**src/rtl/decode_pkg.sv**
```systemverilog
// Shared decode constants: opcode encodings, inst_type bit positions,
// stage FSM states and the control_out width derived from the PC width.
package decode_pkg;

    localparam logic [2:0] OP_NOP  = 3'b000;
    localparam logic [2:0] OP_ILL1 = 3'b001;
    localparam logic [2:0] OP_ILL2 = 3'b010;
    localparam logic [2:0] OP_LDR  = 3'b011;
    localparam logic [2:0] OP_STR  = 3'b100;
    localparam logic [2:0] OP_ALU  = 3'b101;
    localparam logic [2:0] OP_MOV  = 3'b110;
    localparam logic [2:0] OP_HALT = 3'b111;

    localparam int INST_LDR_BIT = 0;
    localparam int INST_STR_BIT = 1;

    typedef enum logic {
        ST_RUN    = 1'b0,
        ST_HALTED = 1'b1
    } state_e;

    // {opcode[2:0], pc, asel, bsel, loads, ALUop[1:0], shift[1:0], write, writenum[2:0]}
    function automatic int ctrl_w(input int pc_w);
        return pc_w + 14;
    endfunction

endpackage

```
**src/rtl/decode_comb.sv**
```systemverilog
// Purely combinational instruction decoder: turns one 16-bit instruction and
// its PC into the control/operand bundle carried down the pipeline.
module decode_comb
    import decode_pkg::*;
#(
    parameter int PC_W  = 8,
    parameter int IMM_W = 16
) (
    input  logic [15:0]             ir,
    input  logic [PC_W-1:0]         pc,
    output logic [ctrl_w(PC_W)-1:0] control,
    output logic [2:0]              num_rm,
    output logic [2:0]              num_rn,
    output logic [2:0]              num_rd,
    output logic [2:0]              used,
    output logic [5:0]              inst_type,
    output logic [IMM_W-1:0]        sximm,
    output logic                    illegal,
    output logic                    is_halt
);

    logic [2:0] opcode;
    logic       asel, bsel, loads, write;
    logic [1:0] alu_op, shift;
    logic [2:0] writenum;

    assign opcode  = ir[15:13];
    assign is_halt = (opcode == OP_HALT);
    assign control = {opcode, pc, asel, bsel, loads, alu_op, shift, write, writenum};

    always_comb begin
        asel      = 1'b0;
        bsel      = 1'b0;
        loads     = 1'b0;
        write     = 1'b0;
        alu_op    = 2'b00;
        shift     = 2'b00;
        writenum  = 3'd0;
        num_rm    = 3'd0;
        num_rn    = 3'd0;
        num_rd    = 3'd0;
        used      = 3'b000;
        inst_type = 6'd0;
        sximm     = '0;
        illegal   = 1'b0;
        case (opcode)
            OP_MOV: begin
                bsel  = 1'b1;
                write = 1'b1;
                if (ir[12:11] == 2'b10) begin
                    asel     = 1'b1;
                    writenum = ir[10:8];
                    sximm    = {{(IMM_W-8){ir[7]}}, ir[7:0]};
                end else begin
                    writenum = ir[7:5];
                    shift    = ir[4:3];
                    num_rm   = ir[2:0];
                    used     = 3'b100;
                end
            end
            OP_ALU: begin
                alu_op = ir[12:11];
                shift  = ir[4:3];
                num_rm = ir[2:0];
                case (ir[12:11])
                    2'b01: begin
                        // CMP only updates flags, never a register
                        num_rn = ir[10:8];
                        loads  = 1'b1;
                        used   = 3'b110;
                    end
                    2'b11: begin
                        writenum = ir[7:5];
                        write    = 1'b1;
                        used     = 3'b100;
                    end
                    default: begin
                        num_rn   = ir[10:8];
                        writenum = ir[7:5];
                        write    = 1'b1;
                        used     = 3'b110;
                    end
                endcase
            end
            OP_STR: begin
                bsel                    = 1'b1;
                num_rm                  = ir[10:8];
                num_rd                  = ir[7:5];
                sximm                   = {{(IMM_W-5){ir[4]}}, ir[4:0]};
                used                    = 3'b101;
                inst_type[INST_STR_BIT] = 1'b1;
            end
            OP_LDR: begin
                bsel                    = 1'b1;
                num_rm                  = ir[10:8];
                write                   = 1'b1;
                writenum                = ir[7:5];
                sximm                   = {{(IMM_W-5){ir[4]}}, ir[4:0]};
                used                    = 3'b100;
                inst_type[INST_LDR_BIT] = 1'b1;
            end
            OP_ILL1, OP_ILL2: illegal = 1'b1;
            default: ;
        endcase
    end

endmodule

```
**src/rtl/decode_stage_hs.sv**
```systemverilog
// Decode pipeline stage with valid/ready handshakes, a one-entry skid buffer
// behind the output register, and a RUN/HALTED FSM driven by HALT and resume.
module decode_stage_hs
    import decode_pkg::*;
#(
    parameter int PC_W  = 8,
    parameter int IMM_W = 16
) (
    input  logic                    clk,
    input  logic                    rst_n,
    input  logic                    in_valid,
    output logic                    in_ready,
    input  logic [15:0]             ir_in,
    input  logic [PC_W-1:0]         pc_in,
    input  logic                    flush,
    input  logic                    resume,
    output logic                    out_valid,
    input  logic                    out_ready,
    output logic [ctrl_w(PC_W)-1:0] control_out,
    output logic [2:0]              num_rm,
    output logic [2:0]              num_rn,
    output logic [2:0]              num_rd,
    output logic [2:0]              used_rmrnrd,
    output logic [5:0]              inst_type,
    output logic [IMM_W-1:0]        sximm,
    output logic                    illegal,
    output logic                    halted
);

    localparam int CTRL_W = ctrl_w(PC_W);
    localparam int BW     = CTRL_W + 12 + 6 + IMM_W + 1;

    logic [CTRL_W-1:0] dec_control;
    logic [2:0]        dec_rm, dec_rn, dec_rd, dec_used;
    logic [5:0]        dec_inst_type;
    logic [IMM_W-1:0]  dec_sximm;
    logic              dec_illegal, dec_is_halt;
    logic [BW-1:0]     dec_bundle;

    state_e        state_q, state_d;
    logic          out_valid_q, out_valid_d;
    logic [BW-1:0] out_bundle_q, out_bundle_d;
    logic          skid_valid_q, skid_valid_d;
    logic [BW-1:0] skid_bundle_q, skid_bundle_d;
    logic          accept;

    decode_comb #(.PC_W(PC_W), .IMM_W(IMM_W)) u_decode (
        .ir        (ir_in),
        .pc        (pc_in),
        .control   (dec_control),
        .num_rm    (dec_rm),
        .num_rn    (dec_rn),
        .num_rd    (dec_rd),
        .used      (dec_used),
        .inst_type (dec_inst_type),
        .sximm     (dec_sximm),
        .illegal   (dec_illegal),
        .is_halt   (dec_is_halt)
    );

    assign dec_bundle = {dec_control, dec_rm, dec_rn, dec_rd, dec_used,
                         dec_inst_type, dec_sximm, dec_illegal};

    // Accepting only with an empty skid guarantees a free slot even under stall
    assign in_ready = rst_n && (state_q == ST_RUN) && !skid_valid_q && !flush;
    assign accept   = in_valid && in_ready;

    always_comb begin
        state_d       = state_q;
        out_valid_d   = out_valid_q;
        out_bundle_d  = out_bundle_q;
        skid_valid_d  = skid_valid_q;
        skid_bundle_d = skid_bundle_q;
        if (flush) begin
            out_valid_d  = 1'b0;
            skid_valid_d = 1'b0;
            state_d      = ST_RUN;
        end else begin
            if (!out_valid_q || out_ready) begin
                if (skid_valid_q) begin
                    out_valid_d  = 1'b1;
                    out_bundle_d = skid_bundle_q;
                    skid_valid_d = 1'b0;
                end else if (accept) begin
                    out_valid_d  = 1'b1;
                    out_bundle_d = dec_bundle;
                end else begin
                    out_valid_d = 1'b0;
                end
            end else if (accept) begin
                skid_valid_d  = 1'b1;
                skid_bundle_d = dec_bundle;
            end
            if (state_q == ST_RUN && accept && dec_is_halt) begin
                state_d = ST_HALTED;
            end else if (state_q == ST_HALTED && resume) begin
                state_d = ST_RUN;
            end
        end
    end

    always_ff @(posedge clk) begin
        if (!rst_n) begin
            state_q       <= ST_RUN;
            out_valid_q   <= 1'b0;
            out_bundle_q  <= '0;
            skid_valid_q  <= 1'b0;
            skid_bundle_q <= '0;
        end else begin
            state_q       <= state_d;
            out_valid_q   <= out_valid_d;
            out_bundle_q  <= out_bundle_d;
            skid_valid_q  <= skid_valid_d;
            skid_bundle_q <= skid_bundle_d;
        end
    end

    assign out_valid = out_valid_q;
    assign halted    = (state_q == ST_HALTED);
    assign {control_out, num_rm, num_rn, num_rd, used_rmrnrd,
            inst_type, sximm, illegal} = out_bundle_q;

endmodule

```
**config.mk**
```make
export PLATFORM = sky130hd
export DESIGN_NAME = decode_stage_hs
export DESIGN_NICKNAME = d
export VERILOG_FILES = /design/src/rtl/decode_pkg.sv /design/src/rtl/decode_comb.sv /design/src/rtl/decode_stage_hs.sv
export SDC_FILE = /design/constraint.sdc
export NUM_CORES = 1
export LEC_CHECK = 0
export CAP_MARGIN = 20
export CORE_UTILIZATION = 54
export DETAILED_ROUTE_END_ITERATION = 6
export PLACE_DENSITY = 0.88
export SYNTH_ARGS = -nofsm -noshare
export SYNTH_HDL_FRONTEND = slang
export SYNTH_SLANG_ARGS = --single-unit
```
**constraint.sdc**
```tcl
create_clock -name clk -period 4.34 [get_ports clk]
set_input_delay 0.868 -clock clk [delete_from_list [all_inputs] [get_ports clk]]
set_output_delay 0.868 -clock clk [all_outputs]
set_load 0.005 [all_outputs]
```
Word level (Yosys, flattened, before mapping) --
Cells that the tools add are included.
Cells by class: eq/ne operators 10, muxes and demuxes 32, bitwise logic cells 4, reduce and logical (&&, ||, !) cells 21
Operator list (count):
- 57-bit two-way mux | 2
- 16-bit one-hot mux with 2 select lines | 1
- 3-bit two-way mux | 7
- 3-bit one-hot mux with 3 select lines | 2
- 16-bit two-way mux | 1
- 1-bit two-way mux | 13
- 3-bit == test (second input constant) | 4
- 3-bit one-hot mux with 4 select lines | 1
- 2-bit OR reduction | 4
- 1-bit logical AND | 7
- 3-bit by 2-bit == test with 1-bit output (second input constant) | 2
- 2-bit two-way mux | 3
- 3-bit AND reduction | 2
- 3-bit OR reduction | 2
- 2-bit == test (second input constant) | 2
- 1-bit NOT | 4
- 2-bit one-hot mux with 2 select lines | 1
- 2-bit nonzero test | 2
- 3-bit by 1-bit == test with 1-bit output (second input constant) | 1
- 1-bit logical NOT | 3
- 2-bit by 1-bit == test with 1-bit output (second input constant) | 1
- 1-bit one-hot mux with 2 select lines | 1
- 1-bit logical OR | 1
Word-level totals: bits in registers 113, output and inout port bits 60, word-level logic and storage cells 72

Longest topological paths before layout --
Gate-level depths: netlist of run 1.
word-level depth 8, gate-level depth with buffers 7

Hierarchy --
Synthesis of run 1 repeated with hierarchy kept, for this count alone.
Second synthesis, totals: cells, all modules 678, area total of the unflattened synthesis 5894.4 µm²
By module, submodules not included:
- decode_stage_hs | times used 1, cells each 593, area each 5305.1 µm², seq. area each 2342.2 µm²
- decode_comb | times used 1, cells each 85, area each 589.3 µm², seq. area each 0.0 µm²

Least setup slack after synthesis of run 1 --
OpenSTA, ideal clock, no wires.
path type input -> register, from in rst_n, to reg skid_bundle_q[41], arrival 2.011 ns, required time 4.208 ns, path slack 2.197 ns, stages on the path 7, buffers on the path 3, path through buf_4 nand2b_4 or4_4 buf_6 buf_2 nand2_1 a21oi_1
On the way: cells in the longest elaborated chain, start to end 5
RTL lines:
- start: declaration | RTL line decode_stage_hs.sv:10 | input logic rst_n,
- 1-bit logical AND (3 in series) | RTL line decode_stage_hs.sv:65 | assign in_ready = rst_n && (state_q == ST_RUN) && !skid_valid_q && !flush;
- 1-bit logical AND | RTL line decode_stage_hs.sv:66 | assign accept = in_valid && in_ready;
- 3-bit AND reduction (no source line)
- end signal: assignment | RTL line decode_stage_hs.sv:114 | skid_bundle_q <= skid_bundle_d;
- end: declaration | RTL line decode_stage_hs.sv:44 | logic [BW-1:0] skid_bundle_q, skid_bundle_d;
Several ways; a longest one is shown, not always the timed one. A chain may end at the register's enable or synchronous reset.

Final worst setup path of run 1 --
from in rst_n, to out in_ready
On the way: cells in the longest elaborated chain, start to end 3
RTL lines:
- 1-bit logical AND (3 in series) | RTL line decode_stage_hs.sv:65
- end: declaration | RTL line decode_stage_hs.sv:12 | output logic in_ready,
No other way between the ends.

==> results of run 1 <==
synthesized netlist by cell type:
| master | count | area [sq um] |
|---|---|---|
| dfxtp_1 | 93 | 1860 |
| nand2_1 | 73 | 274 |
| a21oi_1 | 64 | 320 |
| clkbuf_1 | 31 | 116 |
| o21ai_0 | 29 | 145 |
| nor2_1 | 23 | 86.3 |
| a211oi_1 | 16 | 120 |
| buf_4 | 14 | 105 |
| o211ai_1 | 13 | 97.6 |
| mux2i_1 | 11 | 110 |
| nand4_1 | 11 | 68.8 |
| a31oi_1 | 10 | 62.6 |
| buf_2 | 10 | 50.1 |
| nor3_1 | 10 | 50.1 |
| nand2b_1 | 9 | 56.3 |
| nor2b_1 | 8 | 50.1 |
| nand3_1 | 7 | 35.0 |
| a221oi_1 | 6 | 52.6 |
| a22oi_1 | 6 | 45.0 |
| o221ai_1 | 6 | 52.6 |
| o22ai_1 | 6 | 37.5 |
| a32oi_1 | 5 | 43.8 |
| nand4b_1 | 4 | 35.0 |
| and3_1 | 3 | 18.8 |
| o2bb2ai_1 | 3 | 26.3 |
| buf_1 | 2 | 7.51 |
| inv_1 | 2 | 7.51 |
| a221oi_4 | 1 | 26.3 |
| a311oi_1 | 1 | 8.76 |
| and3b_1 | 1 | 8.76 |
| buf_6 | 1 | 11.3 |
| clkinv_1 | 1 | 3.75 |
| conb_1 | 1 | 3.75 |
| inv_2 | 1 | 3.75 |
| nand2b_4 | 1 | 13.8 |
| nand3b_1 | 1 | 7.51 |
| nor3b_1 | 1 | 7.51 |
| nor4_2 | 1 | 12.5 |
| o21ai_1 | 1 | 5.00 |
| o32ai_1 | 1 | 8.76 |
| or2_0 | 1 | 6.26 |
| or2_1 | 1 | 6.26 |
| or3_1 | 1 | 6.26 |
| or4_4 | 1 | 11.3 |
state kept, by name, summed over array words and instances, names as in the netlist:
register       cells
halted             1
out_valid          1
out_bundle_q      45
skid_valid_q       1
skid_bundle_q     45
critical path: cells and delay by family:
family,cells,cell delay [ns]
and+or+nand+nor,2,0.26
buffers and inverters,2,1.13
per-layer routing:
metal / global-route usage (%) / up-vias / wire [microns]
met3: 4.06 / 31 / 642
met2: 43.2 / 172 / 5010
met5: 0 / - / 0
met4: 15.7 / 0 / 410
li1: - / 1861 / -
met1: 33.5 / 1843 / 4190
metrics by stage:
stage	worst slack, ns	std cells	utilization, %	hold WS (ns)	total power [mW]
global route	1.08	644	69.4	0.476	1.70
floorplan	2.20	495	-	0.432	1.00
CTS	1.20	644	69.4	0.454	1.65
global placement	1.10	629	66.7	0.438	1.09
detailed placement	1.09	629	66.7	0.444	1.10
finish	1.21	644	69.4	0.456	1.64
final cells by class:
type,count,area [sq um],area share (%)
clock inverters,3,46.3,0.915
well taps,99,124,2.45
flip-flops and latches,93,1860,36.8
multi-input cells,340,1940,38.4
clock buffers,12,145,2.87
inverters,4,15.0,0.297
repair buffers,93,923,18.3
final timing paths:
| kind | startpoint | endpoint | slack [ns] | cells after the start |
|---|---|---|---|---|
| min | skid_bundle_q[27]$_SDFFE_PN0P_ | skid_bundle_q[27]$_SDFFE_PN0P_ | 0.46 | 2 |
| max | rst_n | in_ready | 1.21 | 4 |
| min reg2reg | skid_bundle_q[27]$_SDFFE_PN0P_ | skid_bundle_q[27]$_SDFFE_PN0P_ | 0.46 | 2 |
| max reg2reg | skid_valid_q$_SDFFE_PP0P_ | skid_bundle_q[35]$_SDFFE_PN0P_ | 2.13 | 5 |
power breakdown:
| part | switching [mW] | internal (mW) | total (mW) |
|---|---|---|---|
| Combinational | 0.101 | 0.0916 | 0.193 |
| Clock | 0.285 | 0.281 | 0.565 |
| Sequential | 0.0118 | 0.873 | 0.885 |
logic make-up (layout without fill, tap and decap cells):
kind of cell           count (synthesis)  count (layout)  share of synthesized area (%)
AOI/OAI and AO/OA                    168             168                           25.7
other                                  1               4                         0.0917
and+or+nand+nor                      157             157                           18.5
muxes                                 11              11                           2.69
DFF                                   93              93                           45.5
buffers and inverters                 62             112                           7.47
==> flow_summary.ini, run 1 <==
[global_routing]
gr-usage-all-layers_pct = 26.5
grt_pass1_vias = 3439
grt_max_degree = 55
grt.overflow.total = 0
antenna_found_initial = 0
grt_pass1_wl_microns = 16000

[routing]
ant_nets = 0
drt_iter0_markers = 348
num_vias = 3907
wl_per_cell_microns = 15.9
viasPerCell = 6.07
wirelength_microns = 10300
drc_errors = 0
drt_pass1_iterations = 5

[sta]
tightestPinTransition_ns = 0.884
rsz0062_at_grt = false
slew_viol_final = 0
fin_setup_tns_ns = 0
setup_viol_count_final = 0
hold_viol = 0
fmax_mhz = 320
min_period_over_period_pct = 72.0
period_minus_slack_ns = 3.13
fin_worst_skew_ns = 0.00743
slew_headroom_pct = 40.6

[clock_network]
cts.clk_slew.worst_paths_ns = 0.08
post_cts_buffers = 0
clockBufferDepth = 2
cts_hold_buffers = 0
numCtsBuffers = 9
cts_tree = yes
cts_resized = 0
cts.sinks = 93
clk_latency_ns = 0.36
root_buffer = clkbuf_8
h-tree-depth = 3

[cells_and_area]
syn2layout_area_growth_pct = 23.7
nFillCells = 583
nNetsFinal = 571
n_antenna_cell = 0
final_cell_mix = dfxtp_1, clkdlybuf4s50_1, nand2_1, a21oi_1, o21ai_0
layout_commonest_cell = dfxtp_1
drive_gt1_share_pct = 4.95
fin_area_sq_mm = 0.00506

[worst_setup_path]
arrival_ns = 2.26
cp_common_cell = clkdlybuf4s50_1
crit_type = input port to output port
path_cells = clkdlybuf4s50_1 > nand2b_4 > nor3_1 > clkdlybuf4s50_1
cp-start-kind = input port
worstPathMaxFanout = 6
worst_setup_path_end_kind = output port
cpPeakStageDelay_ns = 0.61
required_ns = 3.47
slowest_stage = clkdlybuf4s50_1

[die]
die_area_sq_mm = 0.00792
core_area_sq_mm = 0.00729
ioPinCount = 90
initial_utilization_pct = 56.1
fp.dieW_microns = 89.0
die_y_microns = 89.0
fp-row-count = 31

[logic_synthesis]
ys_ff_latch = 93
syn_inst = 492
ys_types = 44
avgSynthCellArea_sq_um = 8.31
yosys_warnings = 0
netlist_area_sq_mm = 0.00409
ys_seq_area_share_pct = 45.5

[power_and_ir_drop]
peakVddDrop_uv = 198
p_leak_nw = 1.62
p_per_area_mw_per_mm2 = 325

[place]
io_buffers = 85
dp_hpwl_microns = 7000
place_area_sq_mm = 0.00487
finalWeightedCongestion = 0.853

[min_path]
hp-class = flop to flop

[outcome]
status = finished, final reports clean

[flow_run]
maxCapViolCount = 0
No activity file was read; power rests on OpenSTA's default activity.
==> run 2, diff against run 1 <==
--- a/config.mk
+++ b/config.mk
@@ -6,9 +6,9 @@
 export NUM_CORES = 1
 export LEC_CHECK = 0
 export CAP_MARGIN = 20
-export CORE_UTILIZATION = 54
+export CORE_UTILIZATION = 50
 export DETAILED_ROUTE_END_ITERATION = 6
-export PLACE_DENSITY = 0.88
+export PLACE_DENSITY = 0.82
 export SYNTH_ARGS = -nofsm -noshare
 export SYNTH_HDL_FRONTEND = slang
 export SYNTH_SLANG_ARGS = --single-unit
==> constraint.sdc (replaced) <==
create_clock -name clk -period 3 [get_ports clk]
set_input_delay 0.6 -clock clk [delete_from_list [all_inputs] [get_ports clk]]
set_output_delay 0.6 -clock clk [all_outputs]
set_load 0.005 [all_outputs]
==> run 2 against run 1 <==
Via count grew 0.54%. Critical path type unchanged. Die area grew 7.8%. Routed wire length grew 3.3%. Hold slack gained 0.0021 ns. First-iteration DRC count grew 1.4%. Sequential power grew 45%. Clock-buffer cell count shrank 3. Cell area grew 3.3%. Sequential share of layout area shrank 1.2 points.
==> flow_summary.ini, run 2 (synthesis gave the netlist of run 1 again) <==
[outcome]
status = finished, final reports clean

[die]
core_area_sq_mm = 0.00781
fp.dieW_microns = 92.4
fp-row-count = 32
initial_utilization_pct = 52.4
die_y_microns = 92.4
ioPinCount = 90
die_area_sq_mm = 0.00854

[worst_setup_path]
setup.worst_path.start = rst_n
regToRegStartpoint = skid_valid_q$_SDFFE_PP0P_
path_cells = clkdlybuf4s50_1 > nand2b_4 > nor3_1 > clkdlybuf4s50_1
path_buf_inv = 2
arrival_ns = 2.01
worstPathMaxFanout = 6
critical-path-top-delay-family = buffers and inverters
cpPeakStageDelay_ns = 0.63
crit_type = input port to output port
slowest_stage = clkdlybuf4s50_1
cp_common_cell = clkdlybuf4s50_1
worst_setup_path_end_kind = output port
required_ns = 2.40
cp-start-kind = input port

[clock_network]
clk_latency_ns = 0.37
post_cts_buffers = 0
clockBufferDepth = 2
numCtsBuffers = 9
cts_tree = yes
cts.sinks = 93
cts_resized = 0
cts_hold_buffers = 0
cts.clk_slew.worst_paths_ns = 0.09
h-tree-depth = 3
root_buffer = clkbuf_8

[cells_and_area]
nNetsFinal = 584
layout_commonest_cell = dfxtp_1
reg_top3 = out_bundle_q x45, skid_bundle_q x45
fin_area_sq_mm = 0.00523
final_cell_mix = dfxtp_1, clkdlybuf4s50_1, nand2_1, a21oi_1, o21ai_0
n_antenna_cell = 0
syn2layout_area_growth_pct = 27.8
drive_gt1_share_pct = 7.69

[global_routing]
use_met1_pct = 30.1
grt_max_degree = 52
grtUsageMet3_pct = 2.87
busiest_layer = met2
gr-usage-all-layers_pct = 25.0
grt.overflow.total = 0
antenna_found_initial = 0
use_met2_pct = 44.3
grt_pass1_wl_microns = 16900
grt_pass1_vias = 3699

[power_and_ir_drop]
p_leak_nw = 1.72
peakVddDrop_uv = 315
power_frac_clock_pct = 41.3
p_sw_share_pct = 23.3
pwr-share-seq_pct = 47.9
power_mw = 2.67
p_sw_uw = 623
p_per_area_mw_per_mm2 = 511
internal_power_mw = 2.05
pwr-share-comb_pct = 10.8

[place]
finalWeightedCongestion = 0.864
place_area_sq_mm = 0.00495
dp_hpwl_microns = 7220
place_ws_ns = 0.324
io_buffers = 85

[sta]
fin_worst_skew_ns = 0.00933
min_period_over_period_pct = 87.1
fin_setup_tns_ns = 0
fmax_mhz = 383
setup_viol_count_final = 0
hold_viol = 0
slew_viol_final = 0
slew_headroom_pct = 63.7
rsz0062_at_grt = false
period_minus_slack_ns = 2.61
tightestPinTransition_ns = 0.542
layout_setup_ws_ns = 0.388

[min_path]
hp-class = flop to flop
hold_start = skid_bundle_q[0]$_SDFFE_PN0P_

[routing]
num_vias = 3928
ant_nets = 0
wirelength_microns = 10600
wl_per_cell_microns = 16.0
drc_errors = 0
drt_iter0_markers = 353
drt_pass1_iterations = 5
viasPerCell = 5.94

[flow_run]
maxCapViolCount = 0
-- run 2: cell types whose count changed in the layout (fill, tap and decap cells not counted), sizes merged --
cell      previous run  this run
inv                  3         4
buf                  8        21
clkbuf              12         9
clkinvlp             1         0
clkinv               2         3
bufinv               1         4
-- run 2: routing by layer --
| metal | vias up | routed length [microns] |
|---|---|---|
| li1 | 1889 | - |
| met1 | 1851 | 4370 |
| met5 | - | 0 |
| met4 | 0 | 296 |
| met3 | 28 | 641 |
| met2 | 160 | 5290 |
-- run 2: power groups by stage --
stage	registers [mW]	logic (mW)	clock network, mW
floorplan	1.31	0.138	0
global placement	1.31	0.279	0
detailed placement	1.31	0.284	0
CTS	1.28	0.286	1.10
global route	1.28	0.310	1.16
finish	1.28	0.287	1.10
-- run 2: final timing paths --
path	end	slack, ns	depth (start not counted)
min reg2reg	skid_bundle_q[0]$_SDFFE_PN0P_	0.46	2
min	skid_bundle_q[0]$_SDFFE_PN0P_	0.46	2
max reg2reg	skid_bundle_q[43]$_SDFFE_PN0P_	0.93	4
max	in_ready	0.39	4
-- run 2: through the flow --
step	cells	hold WS (ns)	utilization, %
5_1_grt	661	0.483	66.9
3_5_place_dp	645	0.443	63.5
6_report	661	0.458	66.9
2_1_floorplan	495	0.432	-
3_3_place_gp	645	0.439	63.5
4_1_cts	661	0.456	66.9
-- run 2: worst register-to-register path: cells and delay by family, from the launching register on --
| kind | cells | cell delay [ns] |
|---|---|---|
| compound gates | 1 | 0.13 |
| simple gates | 2 | 1.17 |
| buf+inv | 1 | 0.27 |
| flops | 1 | 0.44 |
-- run 2: final cells by class --
| cell class | instances | area, sq um |
|---|---|---|
| Clock buffer | 9 | 124 |
| Clock inverter | 7 | 146 |
| Fill cell | 646 | 2580 |
| Inverter | 4 | 15.0 |
| Multi-Input combinational cell | 340 | 1940 |
| Sequential cell | 93 | 1860 |
| Tap cell | 102 | 128 |
| Timing Repair Buffer | 106 | 1010 |
